### src/rtl/ultrasonic_ranger_ctrl.sv
// ultrasonic_ranger_ctrl
// Sequencer for an HC-SR04-style ultrasonic ranger. It issues the trigger pulse,
// times the echo width in clock cycles, and enforces the echo timeout and the
// inter-shot holdoff. It produces one result (dist_valid or timeout) per shot.
//
// Build option: define RANGER_AVG_EN to add the dist_avg output, which is a
// running average of the last four valid distances.
module ultrasonic_ranger_ctrl #(
  parameter int unsigned CNT_W          = 22,
  parameter int unsigned TRIG_CYCLES    = 500,
  parameter int unsigned TIMEOUT_CYCLES = 1900000,
  parameter int unsigned PERIOD_CYCLES  = 3000000
) (
  input  logic             clk,
  input  logic             reset,
  input  logic             enable,
  input  logic             start,
  input  logic             echo_in,
  output logic             trig_out,
  output logic             busy,
  output logic             dist_valid,
  output logic [CNT_W-1:0] dist_cycles,
  output logic             timeout
`ifdef RANGER_AVG_EN
  ,
  output logic [CNT_W-1:0] dist_avg
`endif
);

  // Terminal counts. Each phase counter starts at 0 in its first cycle.
  localparam logic [CNT_W-1:0] CntOne     = CNT_W'(1);
  localparam logic [CNT_W-1:0] TrigLast   = CNT_W'(TRIG_CYCLES - 1);
  localparam logic [CNT_W-1:0] WaitLast   = CNT_W'(TIMEOUT_CYCLES - 1);
  localparam logic [CNT_W-1:0] WidthLast  = CNT_W'(TIMEOUT_CYCLES - 1);
  localparam logic [CNT_W-1:0] PeriodLast = CNT_W'(PERIOD_CYCLES - 1);

  typedef enum logic [2:0] {
    StIdle,
    StTrig,
    StWaitRise,
    StMeasure,
    StHoldoff
  } state_e;

  state_e           state;
  logic [CNT_W-1:0] phase_cnt;   // trig length, echo wait, or echo width
  logic [CNT_W-1:0] period_cnt;  // cycles since the current trig rose
  logic [CNT_W-1:0] period_next;
  logic             period_done;

  logic echo_meta;
  logic echo_s;
  logic echo_prev;
  logic echo_rise;

  // Saturating increment. A counter that hits all-ones stays there rather than
  // wrapping back to a small value.
  function automatic logic [CNT_W-1:0] sat_inc(input logic [CNT_W-1:0] v);
    return (&v) ? v : v + CntOne;
  endfunction

  // Two-flop synchroniser for the asynchronous echo, plus one delayed copy for
  // edge detection. echo_prev tracks continuously, so an echo that is already
  // high when WAIT_RISE is entered does not count as a rising edge.
  always_ff @(posedge clk) begin
    if (reset) begin
      echo_meta <= 1'b0;
      echo_s    <= 1'b0;
      echo_prev <= 1'b0;
    end else begin
      echo_meta <= echo_in;
      echo_s    <= echo_meta;
      echo_prev <= echo_s;
    end
  end

  assign echo_rise   = echo_s & ~echo_prev;
  assign period_next = sat_inc(period_cnt);
  // The compare uses the value the counter holds once IDLE is reached. The IDLE
  // cycle is therefore the last cycle of the period, and in periodic mode the
  // next trig rises exactly PERIOD_CYCLES after the previous one.
  assign period_done = (period_next >= PeriodLast);

  // Shot sequencer. The counters and all outputs are registered here.
  always_ff @(posedge clk) begin
    if (reset) begin
      state       <= StIdle;
      phase_cnt   <= '0;
      period_cnt  <= '0;
      trig_out    <= 1'b0;
      busy        <= 1'b0;
      dist_valid  <= 1'b0;
      dist_cycles <= '0;
      timeout     <= 1'b0;
    end else begin
      dist_valid <= 1'b0;
      timeout    <= 1'b0;
      period_cnt <= period_next;

      unique case (state)
        StIdle: begin
          // start and enable share one request path; start is only seen here,
          // so a start that arrives while busy is dropped.
          if (start || enable) begin
            state      <= StTrig;
            trig_out   <= 1'b1;
            busy       <= 1'b1;
            phase_cnt  <= '0;
            period_cnt <= '0;
          end
        end

        StTrig: begin
          if (phase_cnt >= TrigLast) begin
            state     <= StWaitRise;
            trig_out  <= 1'b0;
            phase_cnt <= '0;
          end else begin
            phase_cnt <= sat_inc(phase_cnt);
          end
        end

        StWaitRise: begin
          if (echo_rise) begin
            // The rising sample is itself the first high cycle of the echo.
            state     <= StMeasure;
            phase_cnt <= CntOne;
          end else if (phase_cnt >= WaitLast) begin
            state   <= StHoldoff;
            timeout <= 1'b1;
          end else begin
            phase_cnt <= sat_inc(phase_cnt);
          end
        end

        StMeasure: begin
          if (!echo_s) begin
            state       <= StHoldoff;
            dist_cycles <= phase_cnt;
            dist_valid  <= 1'b1;
          end else if (phase_cnt >= WidthLast) begin
            // This high sample brings the width to TIMEOUT_CYCLES.
            state   <= StHoldoff;
            timeout <= 1'b1;
          end else begin
            phase_cnt <= sat_inc(phase_cnt);
          end
        end

        StHoldoff: begin
          // Wait for the sensor to release echo and for the shot period to expire.
          if (period_done && !echo_s) begin
            state <= StIdle;
            busy  <= 1'b0;
          end
        end

        default: begin
          state    <= StIdle;
          trig_out <= 1'b0;
          busy     <= 1'b0;
        end
      endcase
    end
  end

`ifdef RANGER_AVG_EN
  logic [CNT_W-1:0] hist [4];
  logic [CNT_W+1:0] hist_sum;

  // Four-deep history of valid distances. The newest sample enters at index 0.
  always_ff @(posedge clk) begin
    if (reset) begin
      for (int i = 0; i < 4; i++) begin
        hist[i] <= '0;
      end
    end else if (dist_valid) begin
      hist[0] <= dist_cycles;
      hist[1] <= hist[0];
      hist[2] <= hist[1];
      hist[3] <= hist[2];
    end
  end

  // The sum is two bits wider than a sample so that four samples cannot overflow.
  always_comb begin
    hist_sum = {2'b00, hist[0]} + {2'b00, hist[1]} + {2'b00, hist[2]} + {2'b00, hist[3]};
  end

  assign dist_avg = hist_sum[CNT_W+1:2];
`endif

endmodule

### config.mk
export PLATFORM = sky130hd
export DESIGN_NAME = ultrasonic_ranger_ctrl
export DESIGN_NICKNAME = d
export VERILOG_FILES = /design/src/rtl/ultrasonic_ranger_ctrl.sv
export SDC_FILE = /design/constraint.sdc
export NUM_CORES = 1
export LEC_CHECK = 0
export ABC_AREA = 1
export CORE_ASPECT_RATIO = 0.7
export CORE_UTILIZATION = 60
export DETAILED_ROUTE_END_ITERATION = 8
export GPL_TIMING_DRIVEN = 0
export PLACE_DENSITY = 0.86
export RECOVER_POWER = 25
export SYNTH_ARGS = -nofsm -noshare
export SYNTH_HDL_FRONTEND = slang
export SYNTH_SLANG_ARGS = --single-unit
### constraint.sdc
create_clock -name clk -period 3.3 [get_ports clk]
set_input_delay 0.33 -clock clk [delete_from_list [all_inputs] [get_ports clk]]
set_output_delay 0.33 -clock clk [all_outputs]
set_load 0.02 [all_outputs]
### Word level (Yosys, flattened, before mapping)

Cells that the tools add are included.
Widths: inputs -> output; s select.

* bits in registers: 76
* output and inout port bits: 26
* input bits: 5
* word-level logic and storage cells: 72

* reduce and logical (&&, ||, !) cells: 15
* bitwise gates (word level): 6
* order comparisons: 3
* add/sub/neg operators: 2
* equal/unequal tests: 8
* mux-type cells: 27

Operators by type and width (number)
* $mux 22: 9
* $pmux 22 s4: 1
* $add 22x1->22 const B: 2
* $reduce_and 22->1: 2
* $ge 22x21->1 const B: 1
* $ge 22x22->1 const B: 1
* $ge 22x9->1 const B: 1
* $mux 3: 6
* $pmux 3 s5: 1
* $reduce_and 3->1: 4
* $ne 2x2->1 const B: 4
* $mux 1: 7
* $eq 3x2->1 const B: 2
* $pmux 1 s3: 2
* $reduce_or 3->1: 2
* $not 1->1: 5
* $reduce_bool 4->1: 1
* $eq 3x1->1 const B: 1
* $eq 3x3->1 const B: 1
* $logic_not 3->1: 1
* $pmux 1 s2: 1
* $reduce_and 2->1: 1
* $reduce_or 2->1: 1
* $and 1x1->1: 1
* 3 further kinds: 3

### Depth between registers and ports, before layout

Gate-level depths: netlist of run 1.

* word-level depth: 6
* depth in mapped cells: 20
* gate-level depth less buffers: 20

### Worst setup path after synthesis of run 1

No wires, ideal clock.

* path kind: reg2reg
* start: register period_cnt[0]
* end: register state[0]
* period minus slack after synthesis: 2.135 ns
* arrival time: 2.023 ns
* setup slack: 1.165 ns
* path buffers: 1
* library setup time: 0.113 ns
* required time: 3.187 ns
* cell stages (with the launch flop): 19
* path through: dfxtp_1 -> ha_1 -> nand2_2 -> nor2_4 -> nand2_2 -> nor2_4 -> nand2_4 -> buf_6 -> o21a_1 -> nor2_1 -> nand3_1 -> nand2_1 -> nand2_1 -> nand2_1 -> nand2_1 -> nand2_2 -> nand2_2 -> nor2_1 -> nor2_1

* longest elaborated chain between the ends: 6
* elaborated cells between the ends (all ways): 7
* those cells by class: add/sub (1); order compare (1); eq/ne (1); mux (1); reduce/logical (3)

Ends and longest elaborated chain
* start, declared: line 47 `logic [CNT_W-1:0] period_cnt;`
* start signal, assigned: line 98 `period_cnt <= period_next;`
* $add 22x1->22 or $reduce_and 22->1 (tied branches): line 59 `return (&v) ? v : v + CntOne;`
* $mux 22 *: line 59
* $ge 22x22->1 *: line 82 `assign period_done = (period_next >= PeriodLast);`
* $logic_and 1x1->1 *: line 152 `if (period_done && !echo_s) begin`
* $ne 2x2->1 (no line) *
* $reduce_and 3->1 (no line) *
* end signal, assigned: line 87 `state <= StIdle;`
* end signal, assigned: line 153 `state <= StIdle;`
* end signal, assigned: line 159 `state <= StIdle;`
* end, declared: line 45 `state_e state;`

Mark *: on every way between the ends. The rest lies on a longest branch, timed or not.
A chain may end at the register's enable or synchronous reset.

### Worst setup path after layout of run 1

Same ends and word-level chain as after synthesis.

==> flow_metrics.py, run 1 <==
metrics = {
    "critical_path": {
        "path_max_fanout": 9,
        "r2r_start": "period_cnt[0]",
        "worstSetupEndpointType": "flip-flop",
        "cp-start-kind": "flip-flop",
        "cp.required_ns": 3.56,
        "r2r-end": "state[0]",
        "crit_type": "reg -> reg",
        "ff2ff_path_depth": 20,
        "cp_data_arrival_time_ns": 3.08,
        "r2r_slack_ns": 0.48,
    },
    "timing": {
        "hold_viol": 0,
        "setup_viol": 0,
        "layout_min_cycle_time_ns": 2.820,
        "fin_skew_ns": 0.01003,
        "rsz0062_at_grt": "no",
        "fin_tns_setup_ns": 0,
        "fmax_mhz": 354.6,
        "tightest_slew_ns": 0.7708,
        "final.period_utilization": 0.8547,
        "slew_viol_final": 0,
        "relSlewSlack": 0.4822,
    },
    "drt": {
        "wl_um": 13670,
        "ant_nets": 0,
        "vias": 4743,
        "drc": 0,
        "routedWlPerCell_um": 17.33,
        "vias_per_cell": 6.011,
        "drt_iter0_drc": 586,
        "first_pass_iters": 7,
    },
    "layout": {
        "antenna_cells": 0,
        "drive_above_1_share": 0.06331,
        "layout.nets": 697,
        "final_common_cell": "nand2_1",
        "n_fill_cell": 592,
        "syn_to_final_growth_pct": 14.84,
        "stdcell_area_um2": 4850,
        "mostFrequentLayoutCells": "137 x nand2_1, 102 x nor2_1, 76 x dfxtp_1, 71 x inv_1, 54 x a21oi_1",
    },
    "cts": {
        "cts_hold_buf": 0,
        "cts_resized": 0,
        "worstSkewPairLatency_ns": 0.36,
        "cts_sinks": 76,
        "cts-root-buf": "clkbuf_8",
        "postCtsSetupRepairBufs": 0,
        "clk_pin_slew_ns": 0.09,
        "cts_tree": "yes",
        "cts_inserted_buffers": 9,
        "cts.htree.levels": 3,
        "clk_path_buf_depth": 2,
    },
    "yosys": {
        "yosys.area_share.simple": 0.3440,
        "synth_top_cell_by_area": "dfxtp_1",
        "synth-xor-area-share": 0.02904,
        "synth_top_area_frac": 0.3603,
        "synth_area_leaders": "dfxtp_1 36%, nand2_1 12%, nor2_1 9.1%, a21oi_1 6.4%, inv_1 6.3%",
        "syn-num-nets": 656,
        "synth-edff-count": 0,
        "yosys.cell_types.count": 38,
        "synth-compound-area-share": 0.1707,
        "syn-cell-area_um2": 4223,
        "synth_adder_area_share": 0.005926,
        "yosysSeqAreaShare": 0.3603,
        "synthCells": 649,
        "synthMuxAreaShare": 0,
        "postSynthAreaPerCell_um2": 6.507,
        "synth_ff_type": "dfxtp_1",
        "yosysWarningCount": 0,
        "synth_top_family_by_area": "simple AND/OR/NAND/NOR gates",
        "ys_ff_latch": 76,
        "async_flop_share": 0,
    },
    "place": {
        "post-dp-hpwl_um": 10230,
        "place_congestion": 1.004,
        "portBuffers": 30,
        "postPlaceCellArea_um2": 4641,
    },
    "grt": {
        "grtUsageTotal": 0.3901,
        "grt_pass1_wl_um": 21430,
        "antenna_found_initial": 0,
        "grt_max_degree": 15,
        "grt_pass1_vias": 4169,
        "overflow": 0,
    },
    "floorplanning": {
        "ios": 31,
        "die-area_um2": 7383,
        "rows": 25,
        "core_um2": 6788,
        "chipHeight_um": 72.19,
        "initial_core_util": 0.6221,
        "dieWidth_um": 102.3,
    },
    "power_and_ir_drop": {
        "design_power_total_mw": 2.438,
        "pwr-share-seq": 0.423,
        "powerDensity_nw_per_um2": 502.7,
        "p_leak_nw": 1.866,
        "power_frac_comb": 0.265,
        "clkPwrFrac": 0.312,
        "switching_share": 0.3704,
        "switchingPower_mw": 0.9030,
        "internal-power_mw": 1.535,
        "ir_drop_mv": 0.4154,
    },
    "min_path": {
        "holdCritStartpoint": "echo_meta",
        "min_path_cells": 2,
        "hold_path_class": "reg -> reg",
        "hold_path_end": "echo_s",
    },
    "run": {
        "maxCapViolCount": 0,
    },
    "status": {
        "status": "complete, no violations",
    },
}
==> final cells by class <==
class	count	area, µm²	area share
Buffer	22	98.84	0.02038
Clock buffer	10	137.6	0.02838
Clock inverter	6	71.32	0.01471
Inverter	75	281.5	0.05805
Multi-Input combinational cell	476	2321	0.4786
Sequential cell	76	1521	0.3137
Tap cell	94	117.6	0.02425
Timing Repair Buffer	30	300.3	0.06192
==> worst max path at each step <==
stage	from	to	slack [ns]
finish	period_cnt[0]	state[0]	0.48
global route	period_cnt[0]	state[0]	0.24
CTS	period_cnt[0]	state[0]	0.57
detailed placement	period_cnt[0]	state[0]	0.61
global placement	period_cnt[0]	state[0]	0.68
floorplan	period_cnt[0]	state[0]	1.16
==> cell usage after synthesis, types with 2 or more instances <==
cell,n
nand2_2,5
nor2_2,5
buf_2,4
nand2_1,137
nand3b_1,2
o21ai_0,44
a21oi_1,54
o21bai_1,2
o21a_1,3
ha_1,2
a211oi_1,3
nand3_1,36
nor2_1,102
nand4_1,22
clkbuf_1,16
dfxtp_1,76
a31oi_1,4
nor2_4,2
xnor2_1,4
o31ai_1,2
inv_1,71
inv_2,4
a22oi_1,2
o2111ai_1,6
nor3_2,4
nor3_1,16
xor2_1,10
==> critical path, stage by stage (launching register included) <==
cell	delay [ns]
dfxtp_1	0.52
ha_1	0.37
nand2_2	0.11
nor2_4	0.12
nand2_2	0.11
nor2_4	0.20
nand2_4	0.11
inv_2	0.20
nor2_1	0.14
nand2_1	0.10
nor2_1	0.05
nand3_1	0.07
nand2_1	0.07
nand2_1	0.06
nand2_1	0.05
nand2_1	0.09
nand2_2	0.09
nand2_2	0.10
nand2_1	0.05
nand2_1	0.05
nor2_1	0.04
==> sequential cells by signal, summed over array words and instances, names as in the netlist <==
register / cells
busy: 1
dist_cycles: 22
dist_valid: 1
echo_meta: 1
echo_prev: 1
echo_s: 1
period_cnt: 22
phase_cnt: 22
state: 3
timeout: 1
trig_out: 1
==> layer usage <==
layer	vias to the layer above	global-route usage	wire length (µm)
li1	2230	-	-
met1	2108	0.5973	6093
met2	356	0.4907	4991
met3	49	0.1551	2262
met4	0	0.1079	324
met5	-	0	0
==> cells by family after synthesis <==
logic type	after synthesis
XOR/XNOR	14
AO/OA/AOI/OAI	127
AND/OR/NAND/NOR	333
flip-flops	76
buffers and inverters	97
adder cells (fa/ha/maj)	2
==> through the flow <==
step           utilization  hold slack [ns]  setup WS [ns]  std cells
2_1_floorplan            -           0.3883          1.165        649
3_3_place_gp        0.6837           0.3971         0.6808        773
3_5_place_dp        0.6837           0.3978         0.6116        773
4_1_cts             0.7145           0.4119         0.5700        789
5_1_grt             0.7145           0.4304         0.2357        789
6_report            0.7145           0.4106         0.4796        789
==> power groups by stage <==
stage / sequential, mW / combinational (mW) / clock (mW)
final: 1.03 / 0.646 / 0.761
after global routing: 1.04 / 0.684 / 0.796
after CTS: 1.03 / 0.628 / 0.762
after detailed placement: 1.05 / 0.621 / 0
after global placement: 1.05 / 0.612 / 0
after floorplan: 1.08 / 0.366 / 0
Note: power is estimated with default switching activity, not from simulation.
==> run 2: changes to the inputs <==
HOLD_SLACK_MARGIN = 0.1   (was not set)
SKIP_CTS_REPAIR_TIMING = 1   (was not set)
==> results of run 2 <==
Final layout, timing and power as in run 1 (identical DEF).
